$ cat config.mk
export PLATFORM = sky130hd
export DESIGN_NAME = jtopl_timer_host
export DESIGN_NICKNAME = d
export VERILOG_FILES = /design/src/rtl/jtopl_timer_host.sv
export SDC_FILE = /design/constraint.sdc
export NUM_CORES = 1
export LEC_CHECK = 0
export BUFFER_PORTS_ARGS = -buffer_cell sky130_fd_sc_hd__buf_4
export CORE_MARGIN = 2
export CORE_UTILIZATION = 33
export DETAILED_ROUTE_END_ITERATION = 6
export GPL_TIMING_DRIVEN = 0
export PLACE_DENSITY_LB_ADDON = 0.25
export SLEW_MARGIN = 40
export SYNTH_ARGS = -nofsm -noshare
export SYNTH_HDL_FRONTEND = slang
export SYNTH_SLANG_ARGS = --single-unit
export TNS_END_PERCENT = 1
$ cat constraint.sdc
create_clock -name clk -period 2.85 [get_ports clk]
set_input_delay 0.1425 -clock clk [delete_from_list [all_inputs] [get_ports clk]]
set_output_delay 0.1425 -clock clk [all_outputs]
set_load 0.005 [all_outputs]
$ cat src/rtl/jtopl_timer_host.sv
// OPL timer host-bus front end: port decode, timer control
// registers, status readback and write-wait busy sequencing.
module jtopl_timer_host #(
  parameter int unsigned AW_WAIT = 12,
  parameter int unsigned DW_WAIT = 84,
  parameter int unsigned CW      = 7
) (
  input  logic       clk,
  input  logic       rst,
  input  logic       cen,
  input  logic       cs_n,
  input  logic       wr_n,
  input  logic       addr,
  input  logic [7:0] din,
  output logic [7:0] dout,
  output logic       busy,
  output logic [7:0] value_A,
  output logic [7:0] value_B,
  output logic       load_A,
  output logic       load_B,
  output logic       flagen_A,
  output logic       flagen_B,
  output logic       clr_flag_A,
  output logic       clr_flag_B,
  input  logic       flag_A,
  input  logic       flag_B,
  input  logic       irq_n,
  output logic       reg_we,
  output logic [7:0] reg_sel,
  output logic [7:0] reg_din
);

  typedef enum logic [1:0] {
    IDLE,
    ADDR_BUSY,
    DATA_BUSY
  } state_t;

  localparam logic [CW-1:0] AW_CNT = CW'(AW_WAIT);
  localparam logic [CW-1:0] DW_CNT = CW'(DW_WAIT);
  localparam logic [CW-1:0] ONE    = CW'(1);

  state_t      state_q, state_d;
  logic [CW-1:0] cnt_q, cnt_d;
  logic        wr_l_q, wr_l_d;
  logic [7:0]  dout_q, dout_d;
  logic [7:0]  value_a_q, value_a_d;
  logic [7:0]  value_b_q, value_b_d;
  logic        load_a_q, load_a_d;
  logic        load_b_q, load_b_d;
  logic        flagen_a_q, flagen_a_d;
  logic        flagen_b_q, flagen_b_d;
  logic        clr_q, clr_d;
  logic        reg_we_q, reg_we_d;
  logic [7:0]  reg_sel_q, reg_sel_d;
  logic [7:0]  reg_din_q, reg_din_d;

  logic wr;
  logic accept;

  assign wr     = ~cs_n & ~wr_n;
  assign busy   = (state_q != IDLE);
  // Edge-only accept: a strobe that began while busy never counts.
  assign accept = wr & ~wr_l_q & ~busy;

  always_comb begin
    state_d    = state_q;
    cnt_d      = cnt_q;
    wr_l_d     = wr;
    dout_d     = {~irq_n, flag_A, flag_B, 5'b0};
    value_a_d  = value_a_q;
    value_b_d  = value_b_q;
    load_a_d   = load_a_q;
    load_b_d   = load_b_q;
    flagen_a_d = flagen_a_q;
    flagen_b_d = flagen_b_q;
    clr_d      = 1'b0;
    reg_we_d   = 1'b0;
    reg_sel_d  = reg_sel_q;
    reg_din_d  = reg_din_q;

    unique case (state_q)
      IDLE: begin
        if (accept && !addr) begin
          reg_sel_d = din;
          cnt_d     = AW_CNT;
          state_d   = (AW_WAIT == 0) ? IDLE : ADDR_BUSY;
        end else if (accept) begin
          reg_din_d = din;
          cnt_d     = DW_CNT;
          state_d   = (DW_WAIT == 0) ? IDLE : DATA_BUSY;
          unique case (reg_sel_q)
            8'h02: value_a_d = din;
            8'h03: value_b_d = din;
            8'h04: begin
              if (din[7]) begin
                clr_d = 1'b1;
              end else begin
                flagen_a_d = ~din[6];
                flagen_b_d = ~din[5];
                load_b_d   = din[1];
                load_a_d   = din[0];
              end
            end
            default: reg_we_d = 1'b1;
          endcase
        end
      end
      ADDR_BUSY, DATA_BUSY: begin
        if (cen) begin
          if (cnt_q <= ONE) begin
            cnt_d   = '0;
            state_d = IDLE;
          end else begin
            cnt_d = cnt_q - ONE;
          end
        end
      end
      default: begin
        state_d = IDLE;
        cnt_d   = '0;
      end
    endcase
  end

  always_ff @(posedge clk) begin
    if (rst) begin
      state_q    <= IDLE;
      cnt_q      <= '0;
      wr_l_q     <= 1'b0;
      dout_q     <= '0;
      value_a_q  <= '0;
      value_b_q  <= '0;
      load_a_q   <= 1'b0;
      load_b_q   <= 1'b0;
      flagen_a_q <= 1'b1;
      flagen_b_q <= 1'b1;
      clr_q      <= 1'b0;
      reg_we_q   <= 1'b0;
      reg_sel_q  <= '0;
      reg_din_q  <= '0;
    end else begin
      state_q    <= state_d;
      cnt_q      <= cnt_d;
      wr_l_q     <= wr_l_d;
      dout_q     <= dout_d;
      value_a_q  <= value_a_d;
      value_b_q  <= value_b_d;
      load_a_q   <= load_a_d;
      load_b_q   <= load_b_d;
      flagen_a_q <= flagen_a_d;
      flagen_b_q <= flagen_b_d;
      clr_q      <= clr_d;
      reg_we_q   <= reg_we_d;
      reg_sel_q  <= reg_sel_d;
      reg_din_q  <= reg_din_d;
    end
  end

  assign dout       = dout_q;
  assign value_A    = value_a_q;
  assign value_B    = value_b_q;
  assign load_A     = load_a_q;
  assign load_B     = load_b_q;
  assign flagen_A   = flagen_a_q;
  assign flagen_B   = flagen_b_q;
  assign clr_flag_A = clr_q;
  assign clr_flag_B = clr_q;
  assign reg_we     = reg_we_q;
  assign reg_sel    = reg_sel_q;
  assign reg_din    = reg_din_q;

endmodule

==> metrics.md, run 1 <==
| Metric | Value |
|---|---|
| Largest family of logic cells by synthesized area | `simple AND/OR/NAND/NOR gates` |
| Count of standard-cell rows | `30` |
| # setup viols final | `0` |
| Routed wire length per instance | `14.6 µm` |
| Layout cell share with drive strength beyond 1 | `30.5%` |
| Synthesized-area fraction occupied by ao, oa, aoi and oai cells | `16.4%` |
| Worst IR drop on VDD | `0.275 mV` |
| Tightest Pin Transition | `approximately 0.70 ns` |
| Post-layout net count | `roughly 350` |
| Share of synthesized cell area in full adder, half adder and majority cells | `2.19%` |
| Number of filler cells placed in the layout | `706` |
| Number of global-route vias before repair | `approximately 1900` |
| Data arrival, critical path | `2.74 ns` |
| Design Power | `1810 µW` |
| Cell area after synthesis | `2290 µm²` |
| Overall die width | `87.2 µm` |
| Count of yosys warnings during synthesis | `0` |
| CTS clk-pin slew, worst paths | `0.11 ns` |
| Tcrit/Tclk final | `88.8%` |
| Max frequency | `between 300 and 400 MHz` |
| Number of routed nets with antenna violations | `0` |
| Most common cell after layout, fill and taps aside | `buf_4` |
| Die height | `87.2 µm` |
| Clock latency reported for the late side of the worst-skew pair | `0.31 ns` |
| Commonest register cell after synthesis | `dfxtp_1` |
| Routed wire length | `5940 µm` |
| Pre-antenna DRT Iters | `4` |
| Flop and latch count out of synthesis | `51` |
| Maximum buffer depth of the clock tree | `2` |
| Startpoint Class | `flop` |
| Unique cell type count in the Yosys netlist | `45` |
| Total DRC errors in the routed layout | `0` |
| Routability Congestion | `0.817` |
| Post-synthesis share of cell area spent on xor and xnor gates | `less than 1%` |
| Required time of the critical path | `roughly 3.1 ns` |
| Number of gates resized after CTS | `0` |
| Starting DRT DRC Count | `96` |
| Final Hold Fails | `0` |
| GRT Total Usage | `between 10% and 20%` |
| Minimum clock period | `2.53 ns` |
| Overall overflow remaining after global route | `0` |
| N_diodes | `0` |
| Initial antenna violation count | `0` |
| Area of the die | `7610 µm²` |
| Post-Synthesis Mean Instance Area | `8.93 µm²` |
| Min-Delay Path Depth | `2` |
| H-tree depth reported by CTS | `2` |
| Simple-gate area share of the yosys netlist | `roughly 23%` |
| Comb power frac | `29.5%` |
| CTS root buf | `clkbuf_8` |
| CTS tree | `done` |
| Effective utilization at floorplan | `between 30% and 40%` |
| Relative contribution of sequential cells to total power | `45.5%` |
| Async set-reset flop share out of synthesis | `0%` |
| Count of maximum capacitance violations | `0` |
| Setup TNS after final layout | `0 ns` |
| Static Leakage | `between 0.001 and 0.0015 µW` |
| Cell chain of the critical path | `inv_1 > ha_1 > or4b_4 > or4_4 > buf_6 > nor3_4 > mux2_2` |
| Number of vias after detailed routing | `2079` |
| Hold_ws | `around 0.018 ns` |
| Worst Setup Slack post-DPL | `about 0.32 ns` |
| Max incr delay on CP | `0.54 ns` |
| Count of pins over their slew limit | `0` |
| Part of the power in the clock network | `between 20% and 30%` |
| Sink count of the clock tree | `51` |
| Class of the tightest hold or removal check | `input port to flop` |
| PnR worst setup slack | `about 0.32 ns` |
| Status | `finished clean` |
| Max Clock Skew | `around 0.012 ns` |
| Syn-to-layout area delta | `29.1%` |
| Via density | `approximately 5.1` |
| P_sw | `around 630 µW` |
| R2r worst-path depth | `7` |
| Power Internal | `1180 µW` |
| Total CTS buffers | `5` |
| Part of the Yosys area used for sequential elements | `44.7%` |
| Multiplexer fraction of the synthesized cell area | `6.24%` |
| Switching Share | `34.8%` |
| Setup repair after global routing missed its margin | `no` |
| Largest net degree at the start of global routing | `19` |
| Count of input and output buffers | `59` |
| Capturing element type of the critical path | `flop` |
| Core region area | `6760 µm²` |
| I/O Pins | `65` |
| Top fanout value on the critical path | `9` |
| Final instance area | `a little under 3000 µm²` |
| CP max-delay cell | `or4b_4` |
| Highest-count cells in the layout ignoring fill and taps | `buf_4, dfxtp_1, nand2_1` |
| Type of the worst setup path | `flop to flop` |
| Slew HR | `between 50% and 60%` |
| First-pass GRT wire length | `9300 µm` |
| Power density over the cells | `612 nW/µm²` |
| Detailed placement HPWL | `~4400 µm` |
| Cell area reported after detailed placement | `~2800 µm²` |
| Count of flip-flops with a built-in enable after synthesis | `0` |
| Post-synthesis instance total | `256` |
==> routing by layer <==
layer  part of all wire [%]  up-vias  global-route usage, %
met5                      0        -                      0
met2                     46       70                   25.0
met1                     46      947                   21.1
met4                    1.0        0                   5.59
li1                       -     1058                      -
met3                    7.1        4                   2.65
==> synth_stat cells, types with 4 or more instances <==
library cell / number / area share [%]
nand3_1: 6 / 1.3
nand4_1: 6 / 1.6
nor2_1: 18 / 3.0
clkbuf_1: 9 / 1.5
o21ai_0: 17 / 3.7
or2_2: 5 / 1.4
a31o_2: 10 / 3.8
a21oi_1: 17 / 3.7
ha_1: 4 / 2.2
dfxtp_1: 51 / 45
nor2b_1: 4 / 1.1
nor3_1: 9 / 2.0
mux2i_1: 12 / 5.3
nor4_1: 12 / 3.3
nand2_1: 22 / 3.6
inv_1: 10 / 1.6
buf_4: 7 / 2.3
==> power by group through the flow <==
stage	registers, µW	clock network [µW]	logic (µW)
floorplan	825	0	379
global placement	836	0	521
detailed placement	836	0	529
CTS	820	462	531
global route	829	492	590
finish	821	451	533
==> metrics by stage <==
stage                     utilization [%]  std cells
after detailed placement             42.1        399
after floorplan                         -        260
final                                43.7        408
after CTS                            43.7        408
after global placement               42.1        399
after global routing                 43.7        408
==> path summary, 6_finish.rpt <==
| check | end | slack, ns | startpoint |
|---|---|---|---|
| worst max-delay path | flagen_B | 0.32 | state_q[0] |
| worst max register to register | flagen_B | 0.32 | state_q[0] |
| worst min-delay path | wr_l_q | 0.02 | cs_n |
| worst min register to register | value_A[2] | 0.48 | value_A[2] |
==> cell type report <==
| cell class | instances | area [µm²] | share of cell area, % |
|---|---|---|---|
| multi-input combinational | 178 | 1120 | 38.0 |
| sequential | 51 | 1020 | 34.6 |
| timing repair buffer | 60 | 453 | 15.3 |
| buffer | 20 | 116 | 3.94 |
| tap | 80 | 100 | 3.39 |
| clock buffer | 5 | 68.8 | 2.33 |
| inverter | 11 | 41.3 | 1.40 |
| clock inverter | 3 | 28.8 | 0.975 |
==> sequential cells by signal, indices dropped and copies added, names as in the netlist <==
name / flops
clr_flag_A: 1
cnt_q: 7
dout: 3
flagen_A: 1
flagen_B: 1
load_A: 1
load_B: 1
reg_din: 8
reg_sel: 8
reg_we: 1
state_q: 2
value_A: 8
value_B: 8
wr_l_q: 1
==> worst max-delay path: cells and delay by family (launching register included) <==
kind | cells | cell delay (ns)
simple gates | 3 | 1.26
mux | 1 | 0.37
flops | 1 | 0.33
fa+ha+maj | 1 | 0.24
buf+inv | 2 | 0.24
==> cells by family (layout without fill, tap and decap cells) <==
family / Yosys count / in the layout
simple gates: 95 / 95
compound gates: 59 / 59
flops: 51 / 51
buf+inv: 31 / 99
mux: 14 / 14
fa+ha+maj: 4 / 4
other cells: 1 / 5
xor+xnor: 1 / 1
==> timing repair <==
action                                 in CTS  in global routing
buffers inserted                            0                  0
hold buffers                                1                  0
endpoints found under the hold margin       1                  0
(Power assumes the default switching activity.)
==> run 2, diff against run 1 <==
--- a/config.mk
+++ b/config.mk
@@ -6,12 +6,12 @@
 export NUM_CORES = 1
 export LEC_CHECK = 0
 export BUFFER_PORTS_ARGS = -buffer_cell sky130_fd_sc_hd__buf_4
+export CORE_ASPECT_RATIO = 1.75
 export CORE_MARGIN = 2
 export CORE_UTILIZATION = 33
 export DETAILED_ROUTE_END_ITERATION = 6
 export GPL_TIMING_DRIVEN = 0
 export PLACE_DENSITY_LB_ADDON = 0.25
-export SLEW_MARGIN = 40
 export SYNTH_ARGS = -nofsm -noshare
 export SYNTH_HDL_FRONTEND = slang
 export SYNTH_SLANG_ARGS = --single-unit
==> metrics.md, run 2 (synthesized netlist as in run 1, its figures left out) <==
| Metric | Value |
|---|---|
| Number of routed nets with antenna violations | `0` |
| GRT Total Usage | `17.4%` |
| Total CTS buffers | `5` |
| Layout cell share with drive strength beyond 1 | `a little under a third` |
| Routed wire length | `6380 µm` |
| Minimum clock period | `2.53 ns` |
| Starting DRT DRC Count | `61` |
| CTS clk-pin slew, worst paths | `around 0.060 ns` |
| Largest net degree at the start of global routing | `16` |
| Worst IR drop on VDD | `about 0.31 mV` |
| Capturing element type of the critical path | `flop` |
| Buffers inserted by post-CTS timing repair | `0` |
| Class of the tightest hold or removal check | `input port to flop` |
| Detailed placement HPWL | `between 4000 and 5000 µm` |
| Max Clock Skew | `0.00435 ns` |
| Slew HR | `slightly below 60%` |
| HP Start | `irq_n` |
| Overall overflow remaining after global route | `0` |
| Number of vias after detailed routing | `2106` |
| Top fanout value on the critical path | `9` |
| Count of standard-cell rows | `40` |
| Static Leakage | `0.00125 µW` |
| Highest-count cells in the layout ignoring fill and taps | `buf_4, dfxtp_1, nand2_1` |
| Syn-to-layout area delta | `30.8%` |
| Max frequency | `396 MHz` |
| Via density | `5.12` |
| Effective utilization at floorplan | `33.6%` |
| Tightest Pin Transition | `around 0.63 ns` |
| Worst setup path end | `flagen_B` |
| Capture instance of the worst register-to-register path | `flagen_B` |
| Comb power frac | `27.9%` |
| Core region area | `6810 µm²` |
| Setup TNS after final layout | `0 ns` |
| Number of gates resized after CTS | `0` |
| N_diodes | `0` |
| Area taken by multi-input logic gates | `1120 µm²` |
| Sequential cell area | `1020 µm²` |
| First-pass GRT wire length | `slightly above 10000 µm` |
| Routability Congestion | `0.870` |
| Count of pins over their slew limit | `0` |
| Switching Share | `roughly a third` |
| Fin cells | `411` |
| Number of global-route vias before repair | `around 2100` |
| Status | `finished clean` |
| Area of the die | `7640 µm²` |
| Required time of the critical path | `~3.0 ns` |
| Placed cell count | `403` |
| Sink count of the clock tree | `51` |
| CTS root buf | `clkbuf_16` |
| Part of the power in the clock network | `29.7%` |
| Initial antenna violation count | `0` |
| Count of maximum capacitance violations | `0` |
| Worst flop-to-flop path startpoint | `state_q[1]` |
| Tcrit/Tclk final | `roughly nine tenths` |
| Final Hold Fails | `0` |
| Data arrival, critical path | `2.70 ns` |
| Count of input and output buffers | `59` |
| Type of the worst setup path | `flop to flop` |
| Clock latency reported for the late side of the worst-skew pair | `between 0.2 and 0.3 ns` |
| Number of filler cells placed in the layout | `731` |
| R2r worst-path depth | `7` |
| Most common cell after layout, fill and taps aside | `buf_4` |
| I/O Pins | `65` |
| Startpoint Class | `flop` |
| Power density over the cells | `653 nW/µm²` |
| H-tree depth reported by CTS | `2` |
| Power Internal | `1320 µW` |
| CTS tree | `done` |
| Die height | `114 µm` |
| Pre-antenna DRT Iters | `4` |
| Hold bufs inserted after CTS | `0` |
| Post-layout net count | `347` |
| # setup viols final | `0` |
| Setup repair after global routing missed its margin | `no` |
| Maximum buffer depth of the clock tree | `2` |
| Launching element of the worst setup path | `state_q[1]` |
| Relative contribution of sequential cells to total power | `a little over two fifths` |
| Total DRC errors in the routed layout | `0` |
| R2R setup slack | `0.32 ns` |
| Overall die width | `66.9 µm` |
| Routed wire length per instance | `roughly 16 µm` |
| P_sw | `632 µW` |
[run 2: changes by cell type in the layout (fill, tap and decap cells not counted), sizes merged]
cell         change
dlygate4sd3      -1
clkbuf           +1
inv              -1
clkinv           -1
clkinvlp         +1
[run 2: layout make-up]
class                      instances  area share (%)
clock inverter                     2           0.418
timing repair buffer              59            14.8
tap                               84            3.51
inverter                          11            1.38
sequential                        51            34.1
clock buffer                       6            4.31
buffer                            20            3.89
multi-input combinational        178            37.5
[run 2: worst min path at each step]
stage               endpoint  slack [ns]  cells past startpoint
CTS                  dout[7]       0.009                      2
detailed placement   dout[7]        0.31                      2
floorplan            dout[7]        0.21                      1
global route         dout[7]       0.004                      2
global placement     dout[7]        0.30                      2
finish               dout[7]        0.01                      2
[run 2: per-stage QoR]
| step | area [µm²] | hold WS (ns) | total power [µW] | worst slack (ns) | util [%] |
|---|---|---|---|---|---|
| after detailed placement | 2850 | 0.313 | 1380 | 0.323 | 41.9 |
| after global placement | 2850 | 0.298 | 1380 | 0.335 | 41.9 |
| final | 2990 | 0.0109 | 1950 | 0.323 | 43.9 |
| after floorplan | 2300 | 0.215 | 1200 | 0.508 | - |
| after global routing | 2990 | 0.00424 | 2070 | 0.219 | 43.9 |
| after CTS | 2990 | 0.00875 | 1970 | 0.311 | 43.9 |
[run 2: worst max-delay path, stage by stage, from the launching register on]
cell and delay (ns):
dfxtp_1 0.31, inv_1 0.08, ha_1 0.25, or4b_4 0.53, or4_4 0.45, buf_6 0.16, nor3_4 0.26, mux2_2 0.37
[run 2: layer usage]
layer / share of wire, % / up-vias / GRT usage, %
li1: - / 1057 / -
met1: 36 / 978 / 17.6
met2: 57 / 53 / 33.4
met3: 3.5 / 18 / 2.65
met4: 3.4 / 0 / 8.03
met5: 0 / - / 0
[run 2: power by group through the flow]
| stage | Sequential, µW | Clock [µW] | Combinational [µW] |
|---|---|---|---|
| finish | 828 | 580 | 544 |
| global route | 836 | 627 | 603 |
| CTS | 826 | 598 | 542 |
| detailed placement | 843 | 0 | 540 |
| global placement | 841 | 0 | 535 |
| floorplan | 825 | 0 | 379 |
